## config.mk

```make
export PLATFORM = sky130hd
export DESIGN_NAME = clb_array
export DESIGN_NICKNAME = d
export VERILOG_FILES = /design/src/rtl/clb_array.sv
export SDC_FILE = /design/constraint.sdc
export NUM_CORES = 1
export LEC_CHECK = 0
export ABC_CLOCK_PERIOD_IN_PS = 1400
export BUFFER_PORTS_ARGS = -buffer_cell sky130_fd_sc_hd__buf_2
export CAP_MARGIN = 15
export CORE_ASPECT_RATIO = 0.9
export CORE_MARGIN = 4
export CORE_UTILIZATION = 40
export CTS_CLUSTER_SIZE = 28
export DETAILED_ROUTE_END_ITERATION = 7
export PLACE_DENSITY_LB_ADDON = 0.05
export SYNTH_ARGS = -nofsm -noshare
export SYNTH_HDL_FRONTEND = slang
export SYNTH_SLANG_ARGS = --single-unit
export TNS_END_PERCENT = 10
```

## constraint.sdc

```tcl
create_clock -name f_clk -period 1.4 [get_ports f_clk]
set_input_delay 0.21 -clock f_clk [delete_from_list [all_inputs] [get_ports f_clk]]
set_output_delay 0.21 -clock f_clk [all_outputs]
set_load 0.005 [all_outputs]
```

## src/rtl/clb_array.sv

```systemverilog
// Array of N K-input LUT cells with a serial shadow configuration chain.
// Each cell output is either the LUT value or a clock-enabled flip-flop of it.
module clb_array #(
    parameter int K = 4,
    parameter int N = 2
) (
    input  logic           f_clk,
    input  logic           rst,
    input  logic           cfg_en,
    input  logic           cfg_in,
    input  logic           cfg_load,
    input  logic [N-1:0]   ce,
    input  logic [N*K-1:0] din,
    output logic           cfg_out,
    output logic           cfg_full,
    output logic           cfg_err,
    output logic [N-1:0]   y
);

    localparam int TW    = 1 << K;
    localparam int CELLW = TW + 2;
    localparam int CW    = N * CELLW;
    localparam int CNTW  = $clog2(CW + 1);

    logic [CW-1:0]   shadow_q, shadow_d;
    logic [CW-1:0]   active_q, active_d;
    logic [CNTW-1:0] count_q, count_d;
    logic            err_q, err_d;
    logic [N-1:0]    q_q, q_d;

    logic [N-1:0]    lut;
    logic [N-1:0]    mode;
    logic            full;
    logic            load_ok;

    assign full    = (count_q == CNTW'(CW));
    assign load_ok = cfg_load & full;

    // LUT lookup runs purely from the active image, never from the shadow.
    for (genvar i = 0; i < N; i++) begin : g_cell
        logic [TW-1:0] truth;
        assign truth   = active_q[i*CELLW +: TW];
        assign lut[i]  = truth[din[i*K +: K]];
        assign mode[i] = active_q[i*CELLW + TW];
    end

    assign y        = (mode & q_q) | (~mode & lut);
    assign cfg_out  = shadow_q[CW-1];
    assign cfg_full = full;
    assign cfg_err  = err_q;

    always_comb begin
        shadow_d = shadow_q;
        count_d  = count_q;
        active_d = active_q;
        err_d    = err_q;
        q_d      = q_q;

        if (cfg_en) begin
            shadow_d = {shadow_q[CW-2:0], cfg_in};
        end

        // Commit uses the shadow as it stood before any same-cycle shift.
        if (load_ok) begin
            active_d = shadow_q;
            count_d  = cfg_en ? CNTW'(1) : '0;
        end else begin
            if (cfg_en && !full) begin
                count_d = count_q + CNTW'(1);
            end
            if (cfg_load) begin
                err_d = 1'b1;
            end
        end

        for (int i = 0; i < N; i++) begin
            if (load_ok) begin
                q_d[i] = active_d[i*CELLW + TW + 1];
            end else if (ce[i]) begin
                q_d[i] = lut[i];
            end
        end
    end

    always_ff @(posedge f_clk) begin
        if (rst) begin
            shadow_q <= '0;
            active_q <= '0;
            count_q  <= '0;
            err_q    <= 1'b0;
            q_q      <= '0;
        end else begin
            shadow_q <= shadow_d;
            active_q <= active_d;
            count_q  <= count_d;
            err_q    <= err_d;
            q_q      <= q_d;
        end
    end

endmodule
```

==> results of run 1 <==
-- worst paths after layout --
path | to | slack [ns] | start
setup / recovery | y[1] | -0.46 | active_q[20]$_SDFFE_PP0P_
hold / removal | shadow_q[0]$_SDFFE_PP0P_ | 0.10 | cfg_in
setup reg to reg | q_q[0]$_SDFFE_PP0P_ | -0.07 | active_q[0]$_SDFFE_PP0P_
hold reg to reg | active_q[25]$_SDFFE_PP0P_ | 0.46 | active_q[25]$_SDFFE_PP0P_
-- layer usage --
layer | share of wire, % | wire, um | GRT usage (%)
met3 | 3.3 | 220 | 4.58
met1 | 51 | 3350 | 18.1
met5 | 0 | 0 | 0
met4 | 0.56 | 37 | 3.93
met2 | 46 | 3030 | 22.8
-- stage by stage --
step | cells | utilization, % | setup TNS, ns | hold WS [ns] | area [um^2]
2_1_floorplan | 337 | - | 0 | 0.349 | 3360
3_3_place_gp | 451 | 44.8 | -0.533 | 0.442 | 3630
3_5_place_dp | 451 | 44.8 | -0.704 | 0.451 | 3630
4_1_cts | 467 | 48.0 | -1.21 | 0.0814 | 3890
5_1_grt | 471 | 48.6 | -4.58 | 0.0938 | 3940
6_report | 471 | 48.6 | -1.32 | 0.102 | 3940
-- registers in the layout (all words and copies together), names as in the netlist --
name,count
active_q,34
count_q,6
shadow_q,36
q_q,2
cfg_err,1
-- power by group --
group | total [mW] | internal, mW | leakage (nW) | switching (mW)
Clock | 2.05 | 1.27 | 0.123 | 0.774
Combinational | 0.212 | 0.0909 | 0.781 | 0.121
Sequential | 2.26 | 2.26 | 0.641 | 0.00574
-- cell families after synthesis --
logic type | count (synthesis) | share of synthesized area, %
xor+xnor | 2 | 0.522
buf+inv | 25 | 4.32
fa+ha+maj | 2 | 0.745
mux | 52 | 19.2
compound gates | 49 | 10.2
simple gates | 128 | 17.8
flops | 79 | 47.1
-- placed cells by master (no fill, tap or decap), types with 3 or more instances in the layout --
cell type,Yosys,final
a21oi_1,19,19
a21oi_2,20,20
buf_12,2,4
buf_2,6,18
buf_4,0,16
buf_6,0,4
bufinv_16,0,3
clkbuf_8,0,11
dfxtp_1,79,72
dfxtp_2,0,7
mux2i_1,42,42
mux4_2,2,6
nand2_1,50,50
nand2_2,21,21
nor2_1,39,39
nor2b_1,3,3
o21ai_2,2,3
-- worst max-delay path: cells and delay by family (launching register included) --
family	cells	cell delay, ns
compound gates	1	0.05
buf+inv	1	0.12
mux	3	0.81
flops	1	0.33
-- final cells by class --
class	count	area [um^2]	share of cell area, %
Multi-Input combinational cell	233	1640	41.5
Sequential cell	79	1590	40.3
Timing Repair Buffer	42	335	8.51
Clock buffer	12	155	3.94
Tap cell	99	124	3.14
Clock inverter	3	90.1	2.28
Inverter	3	11.3	0.286
-- what timing repair did --
item                                    4_1_cts  5_1_grt
endpoints found under the setup margin        9       38
gates resized for setup                      13        8
pin swaps                                     1        1
buffers inserted                              1        4
==> impl_metrics.csv, run 1 <==
group,metric,value,unit
die,fp.dieH,94.9,um
clock_tree,clock_latency,0.34,ns
layout,drive_gt1_share,32.5,%
detailed_routing,first_pass_iters,4,
yosys,synthTopCellsByCount,"dfxtp_1, nand2_1, mux2i_1",
setup_path,end_kind,"output pin",
die,die_area,9930,um^2
placed_design,place_hpwl,4.50,mm
sta,slew_viol_final,0,
placed_design,place_ws,-0.289,ns
power,p_per_area,1150,nW/um^2
global_routing,antenna_found_initial,0,
detailed_routing,viasPerCell,4.97,
die,fp.dieW,105,um
detailed_routing,num_vias,2343,
yosys,synth_nets,354,
clock_tree,cts_inserted_buffers,9,
sta,finalWorstSetupSlack,-0.459,ns
clock_tree,clockRootBuffer,"clkbuf_8",
global_routing,grt_max_degree,42,
setup_path,start_kind,"flop",
yosys,yosys-top-cells-area,"dfxtp_1, mux2i_1, nand2_1",
status,status,"finished, violations left",
yosys,yosysTopAreaCellShare,47.1,%
hold_path,min-delay-path-class,"in2reg",
layout,area_delta_synth_final,17.4,%
sta,worst_pin_slew,0.379,ns
placed_design,numPortBuffers,19,
yosys,synthArstFlopShare,0,%
status,violations,"negative setup slack",
clock_tree,cts_tree,"done",
sta,max_freq,538,MHz
yosys,synth_most_common_cell,"dfxtp_1",
yosys,netlist_area,3360,um^2
setup_path,ff2ff_path_depth,6,
sta,fin_crit,1.86,ns
yosys,ys_ff_latch,79,
yosys,yosys.area.top_type,"dfxtp_1",
sta,slew_headroom,74.7,%
power,ir_drop,0.000476,V
sta,finalSetupViolCount,25,
die,io_pins,20,
detailed_routing,drcViolationCount,0,
power,p_leak,1.54,nW
sta,fin_skew,0.0140,ns
clock_tree,clockBufferDepth,2,
setup_path,cp_cell_sequence,"mux4_1, mux2i_1, mux2_4, o21ai_2, buf_2",
setup_path,cp_slowest_stage_delay,0.48,ns
yosys,synth_edf_count,0,
global_routing,grt_pass1_wl,11.1,mm
yosys,yosysWarnings,0,
detailed_routing,post_drt_wl_per_cell,14.1,um
setup_path,worstPathRequired,1.19,ns
global_routing,grt_pass1_vias,2280,
clock_tree,clkSinkCount,79,
setup_path,critical_path_class,"reg2out",
clock_tree,hold_buffers,0,
die,start_util,41.4,%
yosys,synth_area_per_cell,9.97,um^2
hold_path,holdPathStages,3,
die,core_area,8110,um^2
clock_tree,htreeDepth,3,
yosys,yosys_most_used_dff,"dfxtp_1",
sta,rsz0062_at_grt,"yes",
global_routing,grt_util_all_layers,14.1,%
global_routing,overflow,0,
layout,num-fill-cells,788,
layout,fin_nets,385,
run,max_cap_viol_count,0,
detailed_routing,drt-initial-drc-count,66,
yosys,synth_seq_area_share,47.1,%
setup_path,worstPathArrival,1.65,ns
die,row_count,31,
yosys,synth_cell_type_count,35,
detailed_routing,drt_wl_total,6.64,mm
layout,antenna_cells,0,
yosys,synth_cells,337,
sta,finalCritPeriodShare,133,%
setup_path,critPathSlowestCell,"mux4_1",
detailed_routing,ant_nets,0,
sta,finalHoldViolCount,0,
power,power.total,4.52,mW
placed_design,gp_congestion,0.731,
clock_tree,clk_pin_slew,0.08,ns
setup_path,cp_max_fo,2,
(Power assumes the default switching activity.)
==> run 2: changes to the inputs <==
--- a/config.mk
+++ b/config.mk
@@ -10,9 +10,10 @@
 export CAP_MARGIN = 15
 export CORE_ASPECT_RATIO = 0.9
 export CORE_MARGIN = 4
-export CORE_UTILIZATION = 40
+export CORE_UTILIZATION = 54
 export CTS_CLUSTER_SIZE = 28
 export DETAILED_ROUTE_END_ITERATION = 7
+export HOLD_SLACK_MARGIN = 0.02
 export PLACE_DENSITY_LB_ADDON = 0.05
 export SYNTH_ARGS = -nofsm -noshare
 export SYNTH_HDL_FRONTEND = slang
==> impl_metrics.csv, run 2 (synthesis results as in run 1) <==
group,metric,value,unit
setup_path,cp_max_fo,2,
die,die_area,7550,um^2
power,ir_drop,0.000811,V
setup_path,critPathSlowestCell,"mux4_2",
sta,finalCritPeriodShare,133,%
detailed_routing,viasPerCell,5.35,
layout,final_cell_mix,"dfxtp_1, nand2_1, mux2i_1",
global_routing,antenna_found_initial,0,
die,start_util,57.4,%
layout,fin_area,3960,um^2
clock_tree,htreeDepth,3,
clock_tree,cts_inserted_buffers,9,
status,status,"finished, violations left",
sta,slew_headroom,71.9,%
layout,antenna_cells,0,
sta,finalSetupViolCount,35,
setup_path,cp_slowest_stage_delay,0.46,ns
clock_tree,clockBufferDepth,2,
sta,slew_viol_final,0,
layout,fin_nets,390,
detailed_routing,post_drt_wl_per_cell,14.5,um
layout,num-fill-cells,496,
detailed_routing,drt-initial-drc-count,117,
hold_path,hp-start,"cfg_in",
detailed_routing,drcViolationCount,0,
setup_path,critPathBufInv,1,
sta,fin_skew,0.00579,ns
hold_path,min-delay-path-class,"in2reg",
placed_design,gp_congestion,0.775,
global_routing,grt_pass1_vias,2338,
setup_path,worstPathRequired,1.19,ns
placed_design,place_area,3620,um^2
power,power.total,4.16,mW
setup_path,r2r_slack,-0.06,ns
setup_path,ff2ff_path_depth,5,
sta,finalHoldViolCount,0,
clock_tree,hold_buffers,0,
sta,max_freq,538,MHz
setup_path,r2r-start,"count_q[4]$_SDFFE_PP0P_",
layout,reg_top3,"shadow_q x36, active_q x34, count_q x6",
detailed_routing,ant_nets,0,
sta,worst_pin_slew,0.422,ns
detailed_routing,num_vias,2399,
layout,largest_reg_flops,36,
clock_tree,clockRootBuffer,"clkbuf_8",
setup_path,r2r-end,"active_q[0]$_SDFFE_PP0P_",
clock_tree,clkSinkCount,79,
sta,worst_hold_slack,0.111,ns
placed_design,place_ws,-0.264,ns
global_routing,grt_max_degree,25,
setup_path,cp_cell_sequence,"mux4_2, mux2i_1, mux2_4, o21ai_2, buf_2",
sta,rsz0062_at_grt,"yes",
global_routing,overflow,0,
setup_path,critPathTopFamily,"multiplexers",
sta,fin_crit,1.86,ns
hold_path,hold_end,"shadow_q[0]$_SDFFE_PP0P_",
power,p_leak,1.56,nW
detailed_routing,drt_wl_total,6.50,mm
hold_path,holdPathStages,3,
layout,mostFrequentLayoutCell,"dfxtp_1",
die,fp.dieH,82.8,um
global_routing,grt_pass1_wl,10.9,mm
clock_tree,cts_tree,"done",
global_routing,grt_util_all_layers,18.0,%
clock_tree,clock_latency,0.35,ns
layout,drive_gt1_share,38.1,%
power,p_per_area,1050,nW/um^2
status,violations,"negative setup slack",
die,io_pins,20,
die,fp.dieW,91.1,um
setup_path,worstPathArrival,1.65,ns
clock_tree,clk_pin_slew,0.08,ns
placed_design,place_hpwl,4.29,mm
layout,area_delta_synth_final,17.9,%
setup_path,end_kind,"output pin",
placed_design,numPortBuffers,19,
setup_path,start_kind,"flop",
sta,finalWorstSetupSlack,-0.458,ns
layout,regMostFlops,"shadow_q",
setup_path,critical_path_class,"reg2out",
run,max_cap_viol_count,0,
detailed_routing,first_pass_iters,6,
die,core_area,5860,um^2
die,row_count,26,
sta,setup_tns,-1.91,ns
==> run 2: power by group <==
| group | switching, mW | total [mW] | internal (mW) |
|---|---|---|---|
| registers | 0.00658 | 2.26 | 2.25 |
| logic | 0.126 | 0.227 | 0.101 |
| clock network | 0.811 | 1.67 | 0.862 |
==> run 2: cell type report <==
class                   instances  area (um^2)  share of cell area, %
clock buffers                  10          138                   3.48
clock inverters                 6         60.1                   1.52
inverters                       3         11.3                  0.284
multi-input cells             233         1680                   42.5
flip-flops and latches         79         1600                   40.3
well taps                      70         87.6                   2.21
repair buffers                 47          384                   9.70
==> run 2: repair_timing <==
item | in CTS | in global routing
pin swaps | 3 | 3
cloned | 0 | 2
setup buffers | 2 | 1
endpoints found under the setup margin | 39 | 40
resized for setup | 25 | 12
==> run 2: worst max path at each step <==
stage | from | endpoint | slack [ns] | cells past startpoint
final | active_q[15]$_SDFFE_PP0P_ | y[0] | -0.46 | 5
after global routing | active_q[15]$_SDFFE_PP0P_ | y[0] | -0.56 | 5
after CTS | active_q[15]$_SDFFE_PP0P_ | y[0] | -0.48 | 5
after detailed placement | din[0] | y[0] | -0.26 | 6
after global placement | din[0] | y[0] | -0.25 | 6
after floorplan | count_q[0]$_SDFFE_PP0P_ | active_q[11]$_SDFFE_PP0P_ | 0.02 | 7
==> run 2: routing by layer <==
layer	wire length, um	global-route usage, %	part of all wire [%]
met5	0	0	0
met4	60	4.93	0.92
met3	241	7.05	3.7
met2	2990	27.7	46
met1	3210	23.6	49
==> run 2: metrics by stage <==
step / utilization (%) / cells
3_3_place_gp: 61.8 / 427
5_1_grt: 67.6 / 448
3_5_place_dp: 61.8 / 427
4_1_cts: 66.0 / 445
6_report: 67.6 / 448
2_1_floorplan: - / 337
==> run 2: worst reg2reg max path, stage by stage, from the launching register on <==
cell      delay [ns]
dfxtp_2         0.32
and4bb_4        0.39
and3_4          0.31
buf_4           0.18
nand2_1         0.07
a21oi_1         0.12
==> run 3: changes to the inputs <==
--- a/config.mk
+++ b/config.mk
@@ -6,7 +6,7 @@
 export NUM_CORES = 1
 export LEC_CHECK = 0
 export ABC_CLOCK_PERIOD_IN_PS = 1400
-export BUFFER_PORTS_ARGS = -buffer_cell sky130_fd_sc_hd__buf_2
+export BUFFER_PORTS_ARGS = -buffer_cell sky130_fd_sc_hd__buf_4
 export CAP_MARGIN = 15
 export CORE_ASPECT_RATIO = 0.9
 export CORE_MARGIN = 4
==> constraint.sdc (replaced) <==
create_clock -name f_clk -period 1.4 [get_ports f_clk]
set_input_delay 0.21 -clock f_clk [delete_from_list [all_inputs] [get_ports f_clk]]
set_output_delay 0.21 -clock f_clk [all_outputs]
set_load 0.01 [all_outputs]
==> impl_metrics.csv, run 3 (synthesis results as in run 1) <==
group,metric,value,unit
status,status,"finished, violations left",
status,violations,"negative setup slack",
setup_path,critPathSlowestCell,"mux4_2",
die,fp.dieH,82.8,um
layout,fin_cells,443,
setup_path,cp_max_fo,2,
clock_tree,clock_latency,0.34,ns
detailed_routing,drcViolationCount,0,
setup_path,cp_slowest_stage_delay,0.47,ns
detailed_routing,drt-initial-drc-count,105,
clock_tree,clk_pin_slew,0.08,ns
layout,seq_area,1590,um^2
layout,final_cell_mix,"dfxtp_1, nand2_1, mux2i_1",
setup_path,critPathTopFamily,"multiplexers",
sta,finalWorstSetupSlack,-0.480,ns
layout,largest_reg_flops,36,
sta,finalHoldViolCount,0,
power,p_seq_share,57.4,%
power,swShare,23.8,%
detailed_routing,viasPerCell,5.34,
sta,slew_viol_final,0,
placed_design,place_area,3660,um^2
global_routing,antenna_found_initial,0,
die,fp.dieW,91.1,um
power,comb_power_share,5.9,%
clock_tree,clkSinkCount,79,
setup_path,critPathBufInv,1,
power,pwr-share-clk,36.7,%
run,max_cap_viol_count,0,
global_routing,overflow,0,
sta,fin_skew,0.0108,ns
layout,final_util,67.1,%
placed_design,place_hpwl,4.47,mm
layout,antenna_cells,0,
detailed_routing,drt_wl_total,6.60,mm
die,io_pins,20,
clock_tree,clockBufferDepth,2,
sta,max_freq,532,MHz
global_routing,grt_util_all_layers,18.6,%
layout,area_delta_synth_final,17.0,%
placed_design,numPortBuffers,19,
hold_path,min-delay-path-class,"in2reg",
power,p_int,3.00,mW
power,power.switching,0.939,mW
sta,slew_headroom,77.8,%
global_routing,grt_pass1_vias,2354,
setup_path,critical_path_class,"reg2out",
power,ir_drop,0.000648,V
sta,setup_tns,-3.30,ns
die,start_util,57.4,%
placed_design,gp_congestion,0.774,
clock_tree,htreeDepth,3,
clock_tree,clockRootBuffer,"clkbuf_8",
setup_path,worstPathRequired,1.19,ns
sta,fin_crit,1.88,ns
power,p_per_area,1000,nW/um^2
die,core_area,5860,um^2
layout,fin_area,3930,um^2
layout,mostFrequentLayoutCell,"dfxtp_1",
detailed_routing,post_drt_wl_per_cell,14.9,um
global_routing,grt_max_degree,27,
sta,finalSetupViolCount,38,
setup_path,worstPathArrival,1.67,ns
layout,regMostFlops,"shadow_q",
global_routing,grt_pass1_wl,11.3,mm
layout,fin_nets,385,
detailed_routing,ant_nets,0,
layout,reg_top3,"shadow_q x36, active_q x34, count_q x6",
die,die_area,7550,um^2
setup_path,start_kind,"flop",
setup_path,cp_cell_sequence,"mux4_2, mux2i_1, mux2_4, o21ai_1, buf_4",
sta,worst_pin_slew,0.332,ns
placed_design,dp_cells,421,
layout,multiInputGateArea,1660,um^2
sta,finalCritPeriodShare,134,%
layout,drive_gt1_share,35.4,%
die,row_count,26,
sta,rsz0062_at_grt,"yes",
detailed_routing,num_vias,2365,
clock_tree,cts_tree,"done",
power,p_leak,1.53,nW
detailed_routing,first_pass_iters,4,
clock_tree,cts_inserted_buffers,9,
layout,num-fill-cells,493,
setup_path,end_kind,"output pin",
## run 3: changes by cell type in the layout (fill, tap and decap cells not counted), sizes merged
| cell | previous run | this run |
|---|---|---|
| bufinv | 1 | 0 |
| clkbuf | 12 | 10 |
| buf | 45 | 42 |
| clkinv | 3 | 6 |
| clkinvlp | 2 | 0 |
## run 3: power groups by stage
stage,sequential (mW),clock [mW],combinational [mW]
2_1_floorplan,2.32,0,0.125
3_3_place_gp,2.31,0,0.219
3_5_place_dp,2.31,0,0.220
4_1_cts,2.26,1.49,0.225
5_1_grt,2.26,1.59,0.252
6_report,2.26,1.45,0.233
## run 3: worst paths after layout
| check | end | start | cells after the start | slack [ns] |
|---|---|---|---|---|
| worst max register to register | q_q[0]$_SDFFE_PP0P_ | count_q[3]$_SDFFE_PP0P_ | 5 | -0.10 |
| worst min-delay path | shadow_q[0]$_SDFFE_PP0P_ | cfg_in | 3 | 0.12 |
| worst min register to register | active_q[30]$_SDFFE_PP0P_ | active_q[30]$_SDFFE_PP0P_ | 2 | 0.46 |
| worst max-delay path | y[1] | active_q[33]$_SDFFE_PP0P_ | 5 | -0.48 |
## run 3: area by class of cell
type | instances | share of cell area (%)
clock buffer | 10 | 3.25
tap | 70 | 2.23
timing repair buffer | 42 | 10.4
inverter | 3 | 0.287
clock inverter | 6 | 0.956
sequential | 79 | 40.6
multi-input combinational | 233 | 42.3
## run 3: per-stage QoR
step / setup WS [ns] / hold slack, ns / power (mW)
2_1_floorplan: 0.0203 / 0.351 / 2.44
3_3_place_gp: -0.223 / 0.441 / 2.53
3_5_place_dp: -0.255 / 0.446 / 2.53
4_1_cts: -0.515 / 0.105 / 3.98
5_1_grt: -0.561 / 0.125 / 4.11
6_report: -0.480 / 0.119 / 3.94
## run 3: routing by layer
layer / share of wire [%] / wire (um) / track usage, % / up-vias
met5: 0 / 0 / 0 / -
met4: 0.74 / 49 / 6.71 / 0
met3: 4.2 / 279 / 4.97 / 4
met2: 46 / 3010 / 27.9 / 42
met1: 49 / 3260 / 25.7 / 1114
li1: - / - / - / 1205
## run 3: worst reg2reg max path: cells and delay by family, from the launching register on
| family | cells | cell delay [ns] |
|---|---|---|
| buffers and inverters | 1 | 0.11 |
| AND/OR/NAND/NOR | 2 | 0.63 |
| flip-flops | 1 | 0.33 |
| multiplexers | 1 | 0.24 |
| AO/OA/AOI/OAI | 1 | 0.07 |
## run 3: what timing repair did
item                                    4_1_cts  5_1_grt
endpoints found under the setup margin        8       40
resized for setup                            13       21
hold buffers                                  0        0
pin swaps                                     0        5
setup buffers                                 1        5
